--- config.mk ---
export PLATFORM = sky130hd
export DESIGN_NAME = hw_event_reporter
export DESIGN_NICKNAME = d
export VERILOG_FILES = /design/src/rtl/hw_event_reporter.sv
export SDC_FILE = /design/constraint.sdc
export NUM_CORES = 1
export LEC_CHECK = 0
export ABC_AREA = 0
export CORE_AREA = 2 2 179 181
export CTS_BUF_LIST = sky130_fd_sc_hd__clkbuf_4 sky130_fd_sc_hd__clkbuf_8
export CTS_CLUSTER_DIAMETER = 100
export DETAILED_ROUTE_END_ITERATION = 6
export DIE_AREA = 0 0 181 183
export GPL_ROUTABILITY_DRIVEN = 1
export PLACE_DENSITY = 0.55
export SYNTH_ARGS = -nofsm -noshare
export SYNTH_HDL_FRONTEND = slang
export SYNTH_SLANG_ARGS = --single-unit
--- constraint.sdc ---
create_clock -name clk -period 3.7 [get_ports clk]
set_input_delay 0.37 -clock clk [delete_from_list [all_inputs] [get_ports clk]]
set_output_delay 0.37 -clock clk [all_outputs]
set_load 0.05 [all_outputs]
--- src/rtl/hw_event_reporter.sv ---
`default_nettype none
// ============================================================================
// Module      : hw_event_reporter
// Description : Queues fabric game events (slice hits) in a small FIFO.
//               Packs each event into a 32-bit word and hands it to NIOS
//               software over the to_sw_sig/to_hw_sig four-phase handshake.
// Revision    : 1.0 - initial release
// ============================================================================
module hw_event_reporter #(
  parameter int DEPTH    = 8,    // FIFO entries, power of two, >= 2
  parameter int SCREEN_H = 480   // screen height for the y-axis flip
) (
  input  logic                     clk,
  input  logic                     reset,
  input  logic                     event_valid,
  input  logic [3:0]               event_obj,
  input  logic [9:0]               event_x,
  input  logic [9:0]               event_y,
  input  logic [1:0]               to_hw_sig,
  output logic [31:0]              to_sw_port,
  output logic [1:0]               to_sw_sig,
  output logic [$clog2(DEPTH):0]   fifo_count,
  output logic                     overflow
);

  localparam int               c_AW       = $clog2(DEPTH);
  localparam logic [c_AW:0]    c_FULL     = (c_AW + 1)'(DEPTH);
  localparam logic [9:0]       c_SCREEN_H = 10'(SCREEN_H);

  typedef enum logic [1:0] {
    S_IDLE    = 2'd0,
    S_PRESENT = 2'd1,
    S_RELEASE = 2'd2
  } state_t;

  state_t            r_state;
  state_t            w_next;
  logic [1:0]        r_hw_meta;
  logic [1:0]        r_hw_sync;
  logic [23:0]       r_mem [DEPTH];
  logic [c_AW-1:0]   r_wptr;
  logic [c_AW-1:0]   r_rptr;
  logic [c_AW:0]     r_count;
  logic              r_overflow;
  logic [31:0]       r_port;

  logic              w_full;
  logic              w_empty;
  logic              w_pop;
  logic              w_push;
  logic              w_drop;
  logic [9:0]        w_ysw;

  assign w_full  = (r_count == c_FULL);
  assign w_empty = (r_count == '0);
  // A load only happens from IDLE once software has released the previous word.
  assign w_pop   = (r_state == S_IDLE) && !w_empty && (r_hw_sync == 2'd0);
  // A pop on the same edge frees a slot, so a full FIFO can still accept.
  assign w_push  = event_valid && (!w_full || w_pop);
  assign w_drop  = event_valid && w_full && !w_pop;
  // Software y grows bottom-up; the subtraction wraps mod 1024 on purpose.
  assign w_ysw   = c_SCREEN_H - event_y;

  // Two-flop synchroniser for the software handshake level.
  always_ff @(posedge clk or posedge reset) begin
    if (reset) begin
      r_hw_meta <= 2'd0;
      r_hw_sync <= 2'd0;
    end else begin
      r_hw_meta <= to_hw_sig;
      r_hw_sync <= r_hw_meta;
    end
  end

  // FIFO storage holds the packed low 24 bits; no reset needed on data.
  always_ff @(posedge clk) begin
    if (w_push) begin
      r_mem[r_wptr] <= {event_obj, w_ysw, event_x};
    end
  end

  // FIFO pointers, occupancy and the sticky drop flag.
  always_ff @(posedge clk or posedge reset) begin
    if (reset) begin
      r_wptr     <= '0;
      r_rptr     <= '0;
      r_count    <= '0;
      r_overflow <= 1'b0;
    end else begin
      if (w_push) r_wptr <= r_wptr + 1'b1;
      if (w_pop)  r_rptr <= r_rptr + 1'b1;
      case ({w_push, w_pop})
        2'b10:   r_count <= r_count + 1'b1;
        2'b01:   r_count <= r_count - 1'b1;
        default: r_count <= r_count;
      endcase
      // A drop wins over the clear so no loss is ever hidden from software.
      if (w_drop)     r_overflow <= 1'b1;
      else if (w_pop) r_overflow <= 1'b0;
    end
  end

  // Output word register: loaded with the FIFO head plus the drop flag.
  always_ff @(posedge clk or posedge reset) begin
    if (reset) begin
      r_port <= 32'd0;
    end else if (w_pop) begin
      r_port <= {r_overflow, 7'd0, r_mem[r_rptr]};
    end
  end

  // Handshake state register.
  always_ff @(posedge clk or posedge reset) begin
    if (reset) r_state <= S_IDLE;
    else       r_state <= w_next;
  end

  // Handshake next-state: present, wait for ACK, wait for release.
  always_comb begin
    w_next = r_state;
    case (r_state)
      S_IDLE:    if (w_pop)                w_next = S_PRESENT;
      S_PRESENT: if (r_hw_sync == 2'd1)    w_next = S_RELEASE;
      S_RELEASE: if (r_hw_sync == 2'd0)    w_next = S_IDLE;
      default:                             w_next = S_IDLE;
    endcase
  end

  assign to_sw_sig  = (r_state == S_PRESENT) ? 2'd1 : 2'd0;
  assign to_sw_port = r_port;
  assign fifo_count = r_count;
  assign overflow   = r_overflow;

endmodule
`default_nettype wire

==> reports/results.ini <==
[run_status]
status=completed

[critical_path]
timing.critical_path.buf_inv=1
end_of_the_worst_register_to_register_path=r_mem[1][21]
endpoint_kind=flip-flop
worst-path-max-fanout=15
critical_path.startpoint_type=flip-flop
ff2ff_path_depth=5
slowest_stage=sky130_fd_sc_hd__o21ai_0
reg2reg_from=fifo_count[0]
worstPathArrival_ps=2800
worstPathCellList=nor3_1 -> nand2_1 -> o21ai_0 -> nor3_2 -> buf_4
reg2reg_slack_ps=1150
worst_path_required_time_ps=3950
cp_slowest_stage_delay_ps=840
worstSetupPathType=reg2reg
critPathTopFamily=compound AO/OA/AOI/OAI gates

[place]
placed_cell_area_um2=10300
hpwlAfterDp_um=11300
place_congestion=0.704
pre_cts_slack_ps=1050
port-buffer-count=59
place.detailed.instances=938

[clocking]
cts_resized=0
cts_max_level=2
cts_sinks=234
clk_path_buf_depth=3
total_cts_buffers=40
path_clk_slew_ps=60
worstSkewPairLatency_ps=540
post_cts_hold_buffer_count=0
tritoncts=built
cts.repair_timing.setup_buffer_count=0
ctsRootBufferMaster=sky130_fd_sc_hd__clkbuf_8

[routing]
drc=0
detailedRoute.firstPassIterationCount=4
drt-wirelength-per-cell_um=18.4
first_iter_violations=378
totalWireLength_um=18600
via_per_inst=4.62
num_vias=4666
drt.antenna.violating_nets=0

[timing]
relSlewSlack_pct=28.4
final.setup_skew_ps=31.4
period_minus_slack_ps=2550
rsz0062_at_grt=false
worst-slew-pin-transition_ps=1070
finalSetupTns_ps=0
slew_viols_final=0
setup_viol=0
timing.final.crit_share_pct=69.0
worst_setup_slack_after_layout_ps=1150
max_clock_freq_ghz=0.392
report.final.hold_viol_count=0

[power]
seq_power_share_pct=42.6
power_frac_clock_pct=26.8
power_report.internal_total_mw=5.97
p_leak_nw=3.84
power_per_cell_area_nw_per_um2=803
switching_share_pct=33.5
vdd.ir_drop.worst_mv=0.258
power.share.combinational_pct=30.6
switching_power_mw=3.01

[hold_path]
timing.hold.worst.start=to_hw_sig[0]
worst_hold_path.num_cells=1
holdCritPathClass=in2reg
worstHoldEndpoint=r_hw_meta[0]

[layout]
flow.area_growth_from_synthesis_pct=21.6
multi_input_area_um2=2240
fin_nets=611
layout-drive-gt1-share_pct=25.9
fill_cells=2934
num_antenna_cells=0
seqCellArea_um2=6820
final_design_area_no_fill_um2=11200
post_layout_nonfiller_instances=1011
fin_util_pct=35.8

[die]
io_pins=68
core.rowCount=65
core_um2=31200
start_util_pct=29.4
die_y_um=183
die_width_um=181
die-area_um2=33100

[logic_synthesis]
postSynth.topFlopCell=sky130_fd_sc_hd__edfxtp_1
postSynthCellCount=483
synth_enable_flop_cells=192
synth_seq_area_share_pct=74.1
yosys-top-cells-area=sky130_fd_sc_hd__edfxtp_1 63%, sky130_fd_sc_hd__mux4_2 12%, sky130_fd_sc_hd__dfrtp_1 11%
async_flop_share_pct=17.9
synth_area_leader_cell=sky130_fd_sc_hd__edfxtp_1
ys_ff_latch=234
synth.lib_cells_used.distinct=45
yosysWarnings=0
post_synth_instance_area_um2=9190
yosysTopAreaCellShare_pct=62.7
syn_avg_cell_area_um2=19.0

[global_routing]
grt_antenna_before_repair=0
grt_first_pass_wirelength_um=29100
first_global_vias=4886
global_route.overflow_total=0
grt_start_max_net_pins=43
groute.usage.overall_pct=11.6

[run]
number_of_max_cap_violations=0

[metal layers]
metal / share of wire (%) / GRT usage [%]
met2: 49 / 19.3
met4: 1.3 / 2.99
met1: 43 / 14.9
met5: 0 / 0
met3: 6.1 / 3.20
[placed cells by master, fill, tap and decap left out, types with 3 or more instances in the layout]
cell,instances
sky130_fd_sc_hd__dfrtp_2,3
sky130_fd_sc_hd__clkinv_1,4
sky130_fd_sc_hd__buf_4,19
sky130_fd_sc_hd__clkbuf_4,9
sky130_fd_sc_hd__inv_1,5
sky130_fd_sc_hd__mux2i_1,25
sky130_fd_sc_hd__nor2_1,4
sky130_fd_sc_hd__xor2_1,7
sky130_fd_sc_hd__dfrtp_1,39
sky130_fd_sc_hd__nand2b_1,3
sky130_fd_sc_hd__mux4_2,48
sky130_fd_sc_hd__o21ai_0,27
sky130_fd_sc_hd__clkbuf_8,47
sky130_fd_sc_hd__edfxtp_1,192
sky130_fd_sc_hd__conb_1,8
sky130_fd_sc_hd__clkdlybuf4s50_1,59
sky130_fd_sc_hd__nor3_1,5
sky130_fd_sc_hd__nor2_2,3
sky130_fd_sc_hd__clkinv_2,7
sky130_fd_sc_hd__nor3_2,3
sky130_fd_sc_hd__nand2_1,42
sky130_fd_sc_hd__xnor2_1,8
sky130_fd_sc_hd__ha_1,4
sky130_fd_sc_hd__nand3_1,4
[power groups by stage]
stage	Combinational [mW]	Clock, mW	Sequential (mW)
2_1_floorplan	1.56	0	4.18
3_3_place_gp	2.75	0	3.86
3_5_place_dp	2.79	0	3.89
4_1_cts	2.80	2.49	3.84
5_1_grt	2.95	2.61	3.91
6_report	2.75	2.41	3.82
[metrics by stage]
| step | hold slack [ps] | total power [mW] |
|---|---|---|
| floorplan | 331 | 5.75 |
| global placement | 346 | 6.61 |
| detailed placement | 342 | 6.68 |
| CTS | 267 | 9.13 |
| global route | 273 | 9.47 |
| finish | 293 | 8.98 |
[Yosys cell counts (2+ instances only)]
cell,number
sky130_fd_sc_hd__nand2_1,42
sky130_fd_sc_hd__o22ai_1,2
sky130_fd_sc_hd__inv_1,6
sky130_fd_sc_hd__mux4_2,48
sky130_fd_sc_hd__nand2b_1,3
sky130_fd_sc_hd__clkbuf_1,5
sky130_fd_sc_hd__buf_2,8
sky130_fd_sc_hd__nor3_1,8
sky130_fd_sc_hd__dfrtp_1,42
sky130_fd_sc_hd__ha_1,4
sky130_fd_sc_hd__o21ai_0,27
sky130_fd_sc_hd__xor2_1,7
sky130_fd_sc_hd__edfxtp_1,192
sky130_fd_sc_hd__nand3_1,4
sky130_fd_sc_hd__nor4_1,2
sky130_fd_sc_hd__a21oi_1,2
sky130_fd_sc_hd__buf_1,2
sky130_fd_sc_hd__nor2_1,7
sky130_fd_sc_hd__mux2i_1,25
sky130_fd_sc_hd__buf_4,15
sky130_fd_sc_hd__xnor2_1,8
[logic make-up after synthesis]
kind of cell / count (synthesis) / share of synthesized area [%]
and+or+nand+nor: 76 / 4.10
other: 1 / 0.0408
adders and majority gates: 4 / 0.544
DFF: 234 / 74.1
buffers and inverters: 38 / 2.37
AOI/OAI and AO/OA: 41 / 2.74
xor gates and xnor gates: 15 / 1.43
muxes: 74 / 14.6
[flip-flops by register name (all words and copies together) (netlist names), 2 cells and up]
| name | cells |
|---|---|
| r_mem | 192 |
| to_sw_port | 25 |
| fifo_count | 4 |
| r_rptr | 3 |
| r_wptr | 3 |
| r_hw_meta | 2 |
| r_hw_sync | 2 |
| r_state | 2 |
[worst register-to-register path: cells and delay by family (launching register included)]
kind	cells	cell delay, ps
flops	1	480
compound gates	1	840
buf+inv	1	270
simple gates	3	680
[worst max path at each step]
stage	to	startpoint	cells past startpoint	slack (ps)
floorplan	r_mem[2][0]	fifo_count[1]	5	280
CTS	r_mem[1][21]	fifo_count[0]	5	1170
detailed placement	r_mem[1][16]	event_valid	4	1050
global placement	r_mem[4][17]	event_valid	6	1140
global route	r_mem[1][21]	fifo_count[1]	5	1040
finish	r_mem[1][21]	fifo_count[0]	5	1150
[layout make-up]
type,count,share of cell area (%)
clock inverter,17,1.30
multi-input combinational,218,20.0
clock buffer,56,6.39
timing repair buffer,78,6.56
tap,402,4.50
inverter,6,0.202
sequential,234,61.0
(Power assumes the default switching activity.)
